## src/rtl/mem_arbiter.sv

```systemverilog
// Shares one single-port block RAM between instruction fetch and load/store.
// Fixed three-cycle transactions. Data wins ties, but fetch is guaranteed a turn after MAX_WAIT losses.
module mem_arbiter #(
    parameter int unsigned ADDR_WIDTH = 32,
    parameter int unsigned DATA_WIDTH = 32,
    parameter int unsigned MAX_WAIT   = 4
) (
    input  logic                    CLK,
    input  logic                    RESET,
    input  logic                    i_req,
    input  logic [ADDR_WIDTH-1:0]   i_addr,
    output logic [DATA_WIDTH-1:0]   i_rdata,
    output logic                    i_ack,
    input  logic                    d_req,
    input  logic [ADDR_WIDTH-1:0]   d_addr,
    input  logic [DATA_WIDTH/8-1:0] d_wmask,
    input  logic [DATA_WIDTH-1:0]   d_wdata,
    output logic [DATA_WIDTH-1:0]   d_rdata,
    output logic                    d_ack,
    output logic [ADDR_WIDTH-1:0]   mem_addr,
    output logic [DATA_WIDTH-1:0]   mem_wdata,
    output logic [DATA_WIDTH/8-1:0] mem_wmask,
    output logic                    mem_rstrb,
    input  logic [DATA_WIDTH-1:0]   mem_rdata,
    output logic                    busy
);

    localparam int unsigned MASK_WIDTH = DATA_WIDTH / 8;
    localparam int unsigned CNT_WIDTH  = $clog2(MAX_WAIT + 1);
    localparam logic [CNT_WIDTH-1:0] CNT_MAX = CNT_WIDTH'(MAX_WAIT);

    typedef enum logic [1:0] {
        IDLE  = 2'd0,
        ISSUE = 2'd1,
        DONE  = 2'd2
    } state_t;

    state_t                 state, state_d;
    logic                   grant_data, grant_data_d;
    logic                   pick_data;
    logic [CNT_WIDTH-1:0]   wait_cnt, wait_cnt_d;
    logic [ADDR_WIDTH-1:0]  mem_addr_d;
    logic [DATA_WIDTH-1:0]  mem_wdata_d;
    logic [MASK_WIDTH-1:0]  mem_wmask_d;
    logic                   mem_rstrb_d;
    logic                   i_ack_d, d_ack_d;
    logic                   busy_d;

    // Read data is shared; only the ack tells a port it is meant for it.
    assign i_rdata = mem_rdata;
    assign d_rdata = mem_rdata;

    // Next state, arbitration and next values of every registered output.
    always_comb begin
        state_d      = state;
        grant_data_d = grant_data;
        pick_data    = 1'b0;
        wait_cnt_d   = wait_cnt;
        mem_addr_d   = mem_addr;
        mem_wdata_d  = mem_wdata;
        mem_wmask_d  = '0;
        mem_rstrb_d  = 1'b0;
        i_ack_d      = 1'b0;
        d_ack_d      = 1'b0;

        case (state)
            IDLE: begin
                if (i_req || d_req) begin
                    pick_data    = d_req && !(i_req && (wait_cnt == CNT_MAX));
                    grant_data_d = pick_data;
                    state_d      = ISSUE;
                    if (pick_data) begin
                        mem_addr_d  = d_addr;
                        mem_wdata_d = d_wdata;
                        mem_wmask_d = d_wmask;
                        mem_rstrb_d = (d_wmask == '0);
                        // Fetch lost a contested round: count toward its guaranteed turn.
                        if (i_req && (wait_cnt != CNT_MAX)) begin
                            wait_cnt_d = wait_cnt + CNT_WIDTH'(1);
                        end
                    end else begin
                        mem_addr_d  = i_addr;
                        mem_rstrb_d = 1'b1;
                        wait_cnt_d  = '0;
                    end
                end
            end
            ISSUE: begin
                state_d = DONE;
                i_ack_d = !grant_data;
                d_ack_d = grant_data;
            end
            DONE: begin
                state_d = IDLE;
            end
            default: begin
                state_d = IDLE;
            end
        endcase

        busy_d = (state_d != IDLE);
    end

    // State and output registers; reset drops any in-flight strobe or ack.
    always_ff @(posedge CLK) begin
        if (RESET) begin
            state      <= IDLE;
            grant_data <= 1'b0;
            wait_cnt   <= '0;
            mem_addr   <= '0;
            mem_wdata  <= '0;
            mem_wmask  <= '0;
            mem_rstrb  <= 1'b0;
            i_ack      <= 1'b0;
            d_ack      <= 1'b0;
            busy       <= 1'b0;
        end else begin
            state      <= state_d;
            grant_data <= grant_data_d;
            wait_cnt   <= wait_cnt_d;
            mem_addr   <= mem_addr_d;
            mem_wdata  <= mem_wdata_d;
            mem_wmask  <= mem_wmask_d;
            mem_rstrb  <= mem_rstrb_d;
            i_ack      <= i_ack_d;
            d_ack      <= d_ack_d;
            busy       <= busy_d;
        end
    end

endmodule

```

## config.mk

```make
export PLATFORM = sky130hd
export DESIGN_NAME = mem_arbiter
export DESIGN_NICKNAME = d
export VERILOG_FILES = /design/src/rtl/mem_arbiter.sv
export SDC_FILE = /design/constraint.sdc
export NUM_CORES = 1
export LEC_CHECK = 0
export ABC_AREA = 1
export BUFFER_PORTS_ARGS = -buffer_cell sky130_fd_sc_hd__buf_2
export CAP_MARGIN = 10
export CORE_AREA = 10 10 104 176
export CTS_CLUSTER_DIAMETER = 80
export DETAILED_ROUTE_END_ITERATION = 7
export DIE_AREA = 0 0 114 186
export GPL_ROUTABILITY_DRIVEN = 0
export SLEW_MARGIN = 0
export SYNTH_ARGS = -nofsm -noshare
export SYNTH_HDL_FRONTEND = slang
export SYNTH_SLANG_ARGS = --single-unit
```

## constraint.sdc

```tcl
create_clock -name CLK -period 3.7 [get_ports CLK]
set_clock_uncertainty 0.15 [all_clocks]
set_input_delay 0.925 -clock CLK [delete_from_list [all_inputs] [get_ports CLK]]
set_output_delay 0.925 -clock CLK [all_outputs]
set_load 0.005 [all_outputs]
```

==> reports/metrics.cfg, run 1 <==
[run_status]
outcome = complete, no violations

[critical_path]
endpoint_kind = register
rr_endpoint = mem_addr[1]$_SDFFE_PP0P_
crit_top_cell = nand2_1
cp_cell_sequence = buf_2 -> nand3_4 -> nand2_2 -> nand2_1 -> nand2_1 -> nand2_1 -> nand2_1
crit_path_start = i_req
start_kind = input pin
endpoint = mem_addr[1]$_SDFFE_PP0P_
rr_worst_depth = 8
rr_startpoint = wait_cnt[0]$_SDFFE_PP0P_
required_ns = 3.82
critPathMaxFanout = 34
r2r_setup_slack_ns = 1.54
critPathSlowestCell = nand2_2
critPathKind = input pin to register
max_stage_delay_ns = 0.64
cp.arrival_ns = 2.48

[drt]
post-route-drc-count = 0
drt_iter0_markers = 200
drt_pass1_iterations = 4
avgViaCountPerCell = 4.12
vias = 3557
drt-total-wl_mm = 11.5
wl_per_cell_um = 13.3
ant_nets = 0

[sta]
timing.final.crit_share_pct = 63.9
holdWs_ns = 0.306
finalCriticalPeriod_ns = 2.36
fmax_ghz = 0.423
final_max_slew_viol_count = 0
slew_headroom_pct = 50.5
worst_pin_slew_ns = 0.741
setup_viol = 0
finalHoldViolCount = 0
fin_tns_setup_ns = 0
grt_setup_unrepaired = no

[cts]
clockBufferDepth = 2
tritoncts = built
cts.sinks = 78
path_clk_slew_ns = 0.06
root_buffer = clkbuf_16
post_cts_buffers = 0
clk_latency_ns = 0.33
cts_resized = 0
cts_buffers = 9
cts_hold_buf = 0
h-tree-depth = 3

[floorplanning]
core_area_sq_um = 15300
ios = 272
die_x_um = 114
num_rows = 60
initial_core_util_pct = 25.6
die_h_um = 186
die_area_sq_um = 21200

[cells_and_area]
fin_area_sq_um = 4750
fin_cells = 863
syn_to_final_growth_pct = 21.4
num-nets-final = 809
drive_gt1_share_pct = 30.0

[power_and_ir_drop]
p_leak_nw = 2.73
power_density_nw_per_um2 = 499
vdd_drop_max_mv = 0.204

[placement]
io_buffers = 175
postPlaceCellArea_sq_um = 4390
dp.cells = 846
hpwl_mm = 8.72

[run]
maxCapViolations = 0

[worst_hold_path]
holdCritPathClass = register to register

[global_routing]
grt_pass1_vias = 3549
gr-total-overflow = 0
grt_max_degree = 66
grt_pass1_wl_mm = 17.7
antenna_found_initial = 0
grt.total_usage_pct = 10.4

[synth]
ys_ff_latch = 78
seq_area_frac_synth_pct = 39.9
yosysUniqueCellTypes = 20
synthCells = 575
yosysWarnings = 0
yosysTopAreaCell = dfxtp_1
synth_area_sq_um = 3910
synth_top_area_share_pct = 39.9
synth_nets = 713
synth.avg_cell_area_sq_um = 6.81
yosys-top-cells-area = dfxtp_1 (40%), nand2_1 (20%), buf_4 (14%)

==> report_power, final <==
group	leakage [nW]	total, mW	internal (mW)	switching, mW
clock	0.168	1.06	0.697	0.361
combinational	1.92	0.369	0.158	0.211
sequential	0.643	0.946	0.914	0.0319
total	2.73	2.37	1.77	0.604
==> cell type report <==
cell class                      count  area, sq um
Antenna cell                        1         2.50
Clock buffer                       11          253
Clock inverter                      5          105
Fill cell                        1743        10600
Inverter                           45          169
Multi-Input combinational cell    357         1500
Sequential cell                    78         1560
Tap cell                          186          233
Timing Repair Buffer              180          926
==> cell usage in the layout (no fill, tap or decap), drive strengths merged <==
| cell type | n |
|---|---|
| ha | 2 |
| o211ai | 1 |
| o21ai | 2 |
| clkinvlp | 2 |
| inv | 45 |
| buf | 180 |
| diode | 1 |
| dfxtp | 78 |
| a21oi | 2 |
| nor3 | 1 |
| nor2 | 75 |
| bufinv | 3 |
| nand3 | 67 |
| clkbuf | 11 |
| nand4 | 2 |
| nand2 | 205 |
==> synth_stat cells <==
cell	number
a21oi_1	2
buf_2	13
buf_4	74
buf_6	4
clkbuf_1	4
dfxtp_1	78
ha_1	2
inv_1	45
nand2_1	204
nand2_2	1
nand3_1	65
nand3_2	1
nand3_4	1
nand4_1	2
nor2_1	73
nor2_4	2
nor3_1	1
o211ai_1	1
o21ai_0	1
o21ai_4	1
==> critical path, delay by kind of cell <==
kind                   cells  cell delay, ns
AND/OR/NAND/NOR            6            1.36
buffers and inverters      1            0.18
==> stage by stage <==
step / utilization [%] / power [mW] / setup WS (ns)
3_3_place_gp: 28.7 / 1.34 / 1.02
4_1_cts: 31.0 / 2.43 / 1.36
5_1_grt: 31.0 / 2.51 / 1.19
6_report: 31.0 / 2.37 / 1.34
3_5_place_dp: 28.7 / 1.34 / 0.993
2_1_floorplan: - / 1.24 / 1.59
==> registers in the layout, indices dropped and copies added, names as in the netlist <==
| register | count |
|---|---|
| wait_cnt | 3 |
| mem_addr | 32 |
| busy | 1 |
| grant_data | 1 |
| d_ack | 1 |
| state | 2 |
| mem_wmask | 4 |
| i_ack | 1 |
| mem_wdata | 32 |
| mem_rstrb | 1 |
==> worst min-delay path by stage <==
stage / start / endpoint / depth (start not counted)
2_1_floorplan: grant_data$_SDFFE_PP0P_ / i_ack$_SDFF_PP0_ / 1
3_3_place_gp: grant_data$_SDFFE_PP0P_ / d_ack$_SDFF_PP0_ / 2
3_5_place_dp: grant_data$_SDFFE_PP0P_ / d_ack$_SDFF_PP0_ / 2
4_1_cts: grant_data$_SDFFE_PP0P_ / d_ack$_SDFF_PP0_ / 2
5_1_grt: mem_addr[12]$_SDFFE_PP0P_ / mem_addr[12]$_SDFFE_PP0P_ / 2
6_report: grant_data$_SDFFE_PP0P_ / d_ack$_SDFF_PP0_ / 2
==> layer usage <==
metal	wire length, um	global-route usage (%)	vias up
li1	-	-	1867
met1	4390	10.4	1506
met2	5570	17.3	136
met3	1000	4.38	48
met4	533	6.59	0
met5	0	0	-
==> logic make-up after synthesis <==
logic type,share of synthesized area (%)
buf+inv,21.7
fa+ha+maj,0.639
compound gates,0.991
simple gates,36.8
flops,39.9
(Power assumes the default switching activity.)
==> inputs of run 2 (changes only) <==
Clock period 3.7 ns to 2.4 ns, I/O delays scaled along.
==> run 2 against run 1 <==
Net effect: total power up 53%; sequential power up 54%; core utilization up 0.098 points; design area up 0.32%.
==> reports/metrics.cfg, run 2 (synthesized netlist as in run 1, its figures left out) <==
[floorplanning]
initial_core_util_pct = 25.6  ; unchanged
die_x_um = 114  ; unchanged
die_area_sq_um = 21200  ; unchanged
die_h_um = 186  ; unchanged
core_area_sq_um = 15300  ; unchanged
ios = 272  ; unchanged
num_rows = 60  ; unchanged

[sta]
finalCriticalPeriod_ns = 1.67
slew_headroom_pct = 70.9  ; +20 points
grt_setup_unrepaired = no
worst_pin_slew_ns = 0.437  ; -0.304 ns
fin_tns_setup_ns = 0  ; unchanged
fmax_ghz = 0.600
timing.final.crit_share_pct = 69.4
final_max_slew_viol_count = 0  ; unchanged
setup_viol = 0  ; unchanged
layout_setup_ws_ns = 0.734  ; -0.603 ns
finalHoldViolCount = 0  ; unchanged

[drt]
vias = 3567  ; +0.28%
ant_nets = 0  ; unchanged
drt_pass1_iterations = 4  ; unchanged
avgViaCountPerCell = 4.12  ; about the same
post-route-drc-count = 0  ; unchanged
drt_iter0_markers = 151  ; -25%
dr_wl_met3_mm = 1.04  ; +3.8%
wl_per_cell_um = 13.3  ; -0.24%
drt-total-wl_mm = 11.5  ; +0.10%
met1Wirelength_mm = 4.28  ; -2.4%
wl_met2_mm = 5.73  ; +2.7%
top_layer = met4

[global_routing]
grt_pass1_vias = 3679  ; +3.7%
gr-total-overflow = 0  ; unchanged
grt.total_usage_pct = 10.6  ; +0.20 points
grt_max_degree = 66  ; unchanged
antenna_found_initial = 0  ; unchanged
grt_pass1_wl_mm = 18.0  ; +1.7%

[critical_path]
r2r_setup_slack_ns = 0.73  ; -0.81 ns
critPathKind = register to register
critPathMaxFanout = 33  ; -2.9%
endpoint_kind = register
start_kind = register
rr_worst_depth = 8  ; unchanged
rr_startpoint = wait_cnt[0]$_SDFFE_PP0P_
rr_endpoint = mem_wmask[2]$_SDFF_PP0_
cp.arrival_ns = 1.74  ; -0.74 ns
required_ns = 2.47  ; -1.35 ns

[cts]
cts_buffers = 9  ; unchanged
cts.sinks = 78  ; unchanged
clockBufferDepth = 2  ; unchanged
root_buffer = clkbuf_16
path_clk_slew_ns = 0.06  ; about the same
clk_latency_ns = 0.33  ; about the same
post_cts_buffers = 0  ; unchanged
tritoncts = built
cts_resized = 0  ; unchanged
cts_hold_buf = 0  ; unchanged
h-tree-depth = 3  ; unchanged

[placement]
hpwl_mm = 8.84  ; +1.3%
io_buffers = 175  ; unchanged
post-place-ws_ns = 0.521  ; -0.472 ns

[power_and_ir_drop]
p_leak_nw = 2.75  ; +0.60%
power_density_nw_per_um2 = 762  ; +53%
vdd_drop_max_mv = 0.381  ; +87%

[worst_hold_path]
min_to = d_ack$_SDFF_PP0_
holdCritPathClass = register to register
holdPathStages = 2  ; unchanged
holdCritStartpoint = grant_data$_SDFFE_PP0P_

[cells_and_area]
drive_gt1_share_pct = 30.0  ; about the same
fillCellCount = 1743  ; unchanged
layout_commonest_cell = nand2_1
syn_to_final_growth_pct = 21.8
num-nets-final = 812  ; +0.37%
final_cell_mix = nand2_1 (204), buf_2 (175), dfxtp_1 (78), nor2_1 (73), nand3_1 (65)
top_regs = mem_addr x32, mem_wdata x32, mem_wmask x4

[run_status]
outcome = complete, no violations

[run]
maxCapViolations = 0  ; unchanged

run 2: power by group:
group	leakage [nW]	internal, mW	switching [mW]	total (mW)
Sequential	0.643	1.41	0.0513	1.46
Clock	0.170	1.07	0.522	1.60
Combinational	1.93	0.246	0.328	0.574
Total	2.75	2.73	0.901	3.63
run 2: metrics by stage:
step                utilization [%]  cell area [sq um]  hold slack, ns  cells  power [mW]
detailed placement             28.8               4410           0.294    849        2.08
global route                   31.1               4760           0.335    865        3.85
floorplan                         -               3910           0.263    575        1.91
finish                         31.1               4770           0.306    866        3.63
CTS                            31.1               4760           0.305    865        3.72
global placement               28.8               4410           0.294    849        2.07
run 2: layout make-up:
type | instances | area (sq um) | area share [%]
Sequential cell | 78 | 1560 | 32.8
Multi-Input combinational cell | 357 | 1500 | 31.5
Timing Repair Buffer | 183 | 948 | 19.9
Clock buffer | 13 | 260 | 5.46
Tap cell | 186 | 233 | 4.88
Inverter | 45 | 169 | 3.54
Clock inverter | 3 | 90.1 | 1.89
Antenna cell | 1 | 2.50 | 0.0525
run 2: how the worst max path moves through the flow:
stage                                   from                   endpoint  slack, ns
floorplan                              i_req  mem_wdata[0]$_SDFFE_PP0P_       0.80
global placement                       i_req    mem_wmask[1]$_SDFF_PP0_       0.55
detailed placement                     i_req    mem_wmask[2]$_SDFF_PP0_       0.52
CTS                 wait_cnt[0]$_SDFFE_PP0P_    mem_wmask[2]$_SDFF_PP0_       0.72
global route        wait_cnt[0]$_SDFFE_PP0P_  mem_addr[28]$_SDFFE_PP0P_       0.57
finish              wait_cnt[0]$_SDFFE_PP0P_    mem_wmask[2]$_SDFF_PP0_       0.73
run 2: critical path: stages (launching register included):
cell	delay, ns
dfxtp_1	0.32
inv_1	0.07
ha_1	0.20
nand3_4	0.13
nand2_2	0.09
buf_4	0.32
inv_1	0.10
nand2_1	0.14
nor2_1	0.05
run 2: layer usage:
| layer | global-route usage [%] | up-vias |
|---|---|---|
| met5 | 0 | - |
| met4 | 6.19 | 0 |
| met3 | 4.55 | 46 |
| met2 | 18.6 | 126 |
| met1 | 9.93 | 1523 |
| li1 | - | 1872 |
==> inputs of run 3 (changes only) <==
Clock period 2.4 ns to 1.46 ns, I/O delays scaled along.
==> run 3 against run 2 <==
Net effect: the flow now finishes with violations (negative setup slack); via count is 4.8% higher; core utilization is 3.2 points higher; hold slack worse by 0.20 ns; global-route usage is 0.32 points higher; combinational power is 110% higher; design area is 10% higher; largest power group unchanged.
==> reports/metrics.cfg, run 3 (synthesized netlist as in run 1, its figures left out) <==
[cells_and_area]
syn_to_final_growth_pct = 34.2
num-nets-final = 835  ; +2.8%
top_regs = mem_addr x32, mem_wdata x32, mem_wmask x4
fillCellCount = 1679  ; -3.7%
post-route-util_pct = 34.3  ; +3.2 points
drive_gt1_share_pct = 36.8  ; +6.7 points
final_cell_mix = nand2_1 (188), buf_2 (175), dfxtp_1 (76), nand3_1 (64), nor2_1 (63)
layout_commonest_cell = nand2_1
diodes = 0  ; -1

[cts]
cts_hold_buf = 0  ; unchanged
clk_latency_ns = 0.33  ; about the same
clockBufferDepth = 2  ; unchanged
h-tree-depth = 3  ; unchanged
root_buffer = clkbuf_16
cts.sinks = 78  ; unchanged
tritoncts = built
path_clk_slew_ns = 0.06  ; about the same
cts_buffers = 9  ; unchanged

[global_routing]
antenna_found_initial = 0  ; unchanged
grt_pass1_wl_mm = 18.6  ; +3.5%
grt_max_degree = 47  ; -29%
grt_pass1_vias = 3719  ; +1.1%
grt.total_usage_pct = 10.9  ; +0.32 points
gr-total-overflow = 0  ; unchanged

[drt]
avgViaCountPerCell = 4.21  ; +2.2%
drt-total-wl_mm = 13.5  ; +18%
drt_iter0_markers = 181  ; +20%
post-route-drc-count = 0  ; unchanged
wl_per_cell_um = 15.2  ; +15%
ant_nets = 0  ; unchanged
drt_pass1_iterations = 4  ; unchanged
vias = 3739  ; +4.8%

[critical_path]
critPathSlowestCell = dfxtp_2
max_stage_delay_ns = 0.33  ; about the same
path_delay_family = buffers and inverters
critPathKind = register to register
start_kind = register
cp.arrival_ns = 1.59  ; -0.15 ns
required_ns = 1.53  ; -0.94 ns
endpoint_kind = register
critPathMaxFanout = 5  ; -85%
path_buf_inv = 3  ; unchanged
cp_cell_sequence = inv_2 -> ha_4 -> nand3_4 -> buf_4 -> nand3_4 -> clkbuf_16 -> nor2_1 -> nor2_1

[sta]
worst_pin_slew_ns = 0.479  ; +0.0416 ns
timing.final.crit_share_pct = 104  ; +35 points
setup_viol = 46  ; +46
grt_setup_unrepaired = yes
fmax_ghz = 0.659  ; +9.8%
fin_tns_setup_ns = -0.852  ; -0.852 ns
slew_headroom_pct = 68.0  ; -2.9 points
finalCriticalPeriod_ns = 1.52  ; -0.149 ns
finalHoldViolCount = 0  ; unchanged
holdWs_ns = 0.104  ; -0.202 ns
layout_setup_ws_ns = -0.0577  ; -0.791 ns
final_max_slew_viol_count = 0  ; unchanged

[floorplanning]
core_area_sq_um = 15300  ; unchanged
num_rows = 60  ; unchanged
die_h_um = 186  ; unchanged
die_x_um = 114  ; unchanged
die_area_sq_um = 21200  ; unchanged
ios = 272  ; unchanged
initial_core_util_pct = 25.6  ; unchanged

[placement]
hpwl_mm = 8.85  ; about the same
post-place-ws_ns = -0.383  ; -0.904 ns
io_buffers = 175  ; unchanged

[run_status]
violations = negative setup slack
outcome = finished with violations

[power_and_ir_drop]
vdd_drop_max_mv = 0.630  ; +66%
power_density_nw_per_um2 = 1170  ; +53%
p_leak_nw = 2.94  ; +6.9%

[worst_hold_path]
holdCritPathClass = input pin to register

[run]
maxCapViolations = 0  ; unchanged

-- run 3: area by class of cell --
type / instances / area, sq um / share of cell area, %
Timing Repair Buffer: 204 / 1310 / 24.9
Tap cell: 186 / 233 / 4.43
Clock buffer: 12 / 236 / 4.50
Inverter: 45 / 169 / 3.22
Sequential cell: 78 / 1560 / 29.8
Multi-Input combinational cell: 359 / 1650 / 31.3
Clock inverter: 4 / 95.1 / 1.81
-- run 3: through the flow --
| stage | total power, mW | area [sq um] | cells |
|---|---|---|---|
| global placement | 3.44 | 4520 | 857 |
| floorplan | 3.14 | 3910 | 575 |
| detailed placement | 3.45 | 4520 | 857 |
| global route | 6.49 | 5250 | 888 |
| finish | 6.14 | 5250 | 888 |
| CTS | 6.08 | 4900 | 875 |
-- run 3: tightest hold or removal path, cell delays in order --
cell    delay [ns]
buf_2         0.07
nor2_1        0.03
nor2_1        0.08
-- run 3: timing repair --
| item | 4_1_cts | 5_1_grt |
|---|---|---|
| setup buffers | 1 | 3 |
| cloned | 1 | 10 |
| pin swaps | 1 | 8 |
| setup endpoints to repair | 69 | 73 |
| resized for setup | 3 | 44 |
-- run 3: where the power goes --
group          leakage, nW  internal (mW)  total [mW]  switching, mW
combinational         2.13          0.555        1.20          0.645
sequential           0.644           2.32        2.40         0.0855
clock                0.161           1.67        2.54          0.866
-- run 3: final timing paths --
kind / from / cells past startpoint / slack (ns) / endpoint
max: wait_cnt[1]$_SDFFE_PP0P_ / 8 / -0.06 / mem_wdata[12]$_SDFFE_PP0P_
min: d_wdata[9] / 3 / 0.10 / mem_wdata[9]$_SDFFE_PP0P_
max reg2reg: wait_cnt[1]$_SDFFE_PP0P_ / 8 / -0.06 / mem_wdata[12]$_SDFFE_PP0P_
min reg2reg: grant_data$_SDFFE_PP0P_ / 2 / 0.31 / d_ack$_SDFF_PP0_
-- run 3: routing by layer --
metal / up-vias / GRT usage, % / share of wire, %
li1: 1925 / - / -
met1: 1624 / 10.9 / 37
met2: 140 / 18.6 / 51
met3: 50 / 4.26 / 7.5
met4: 0 / 6.44 / 4.1
met5: - / 0 / 0
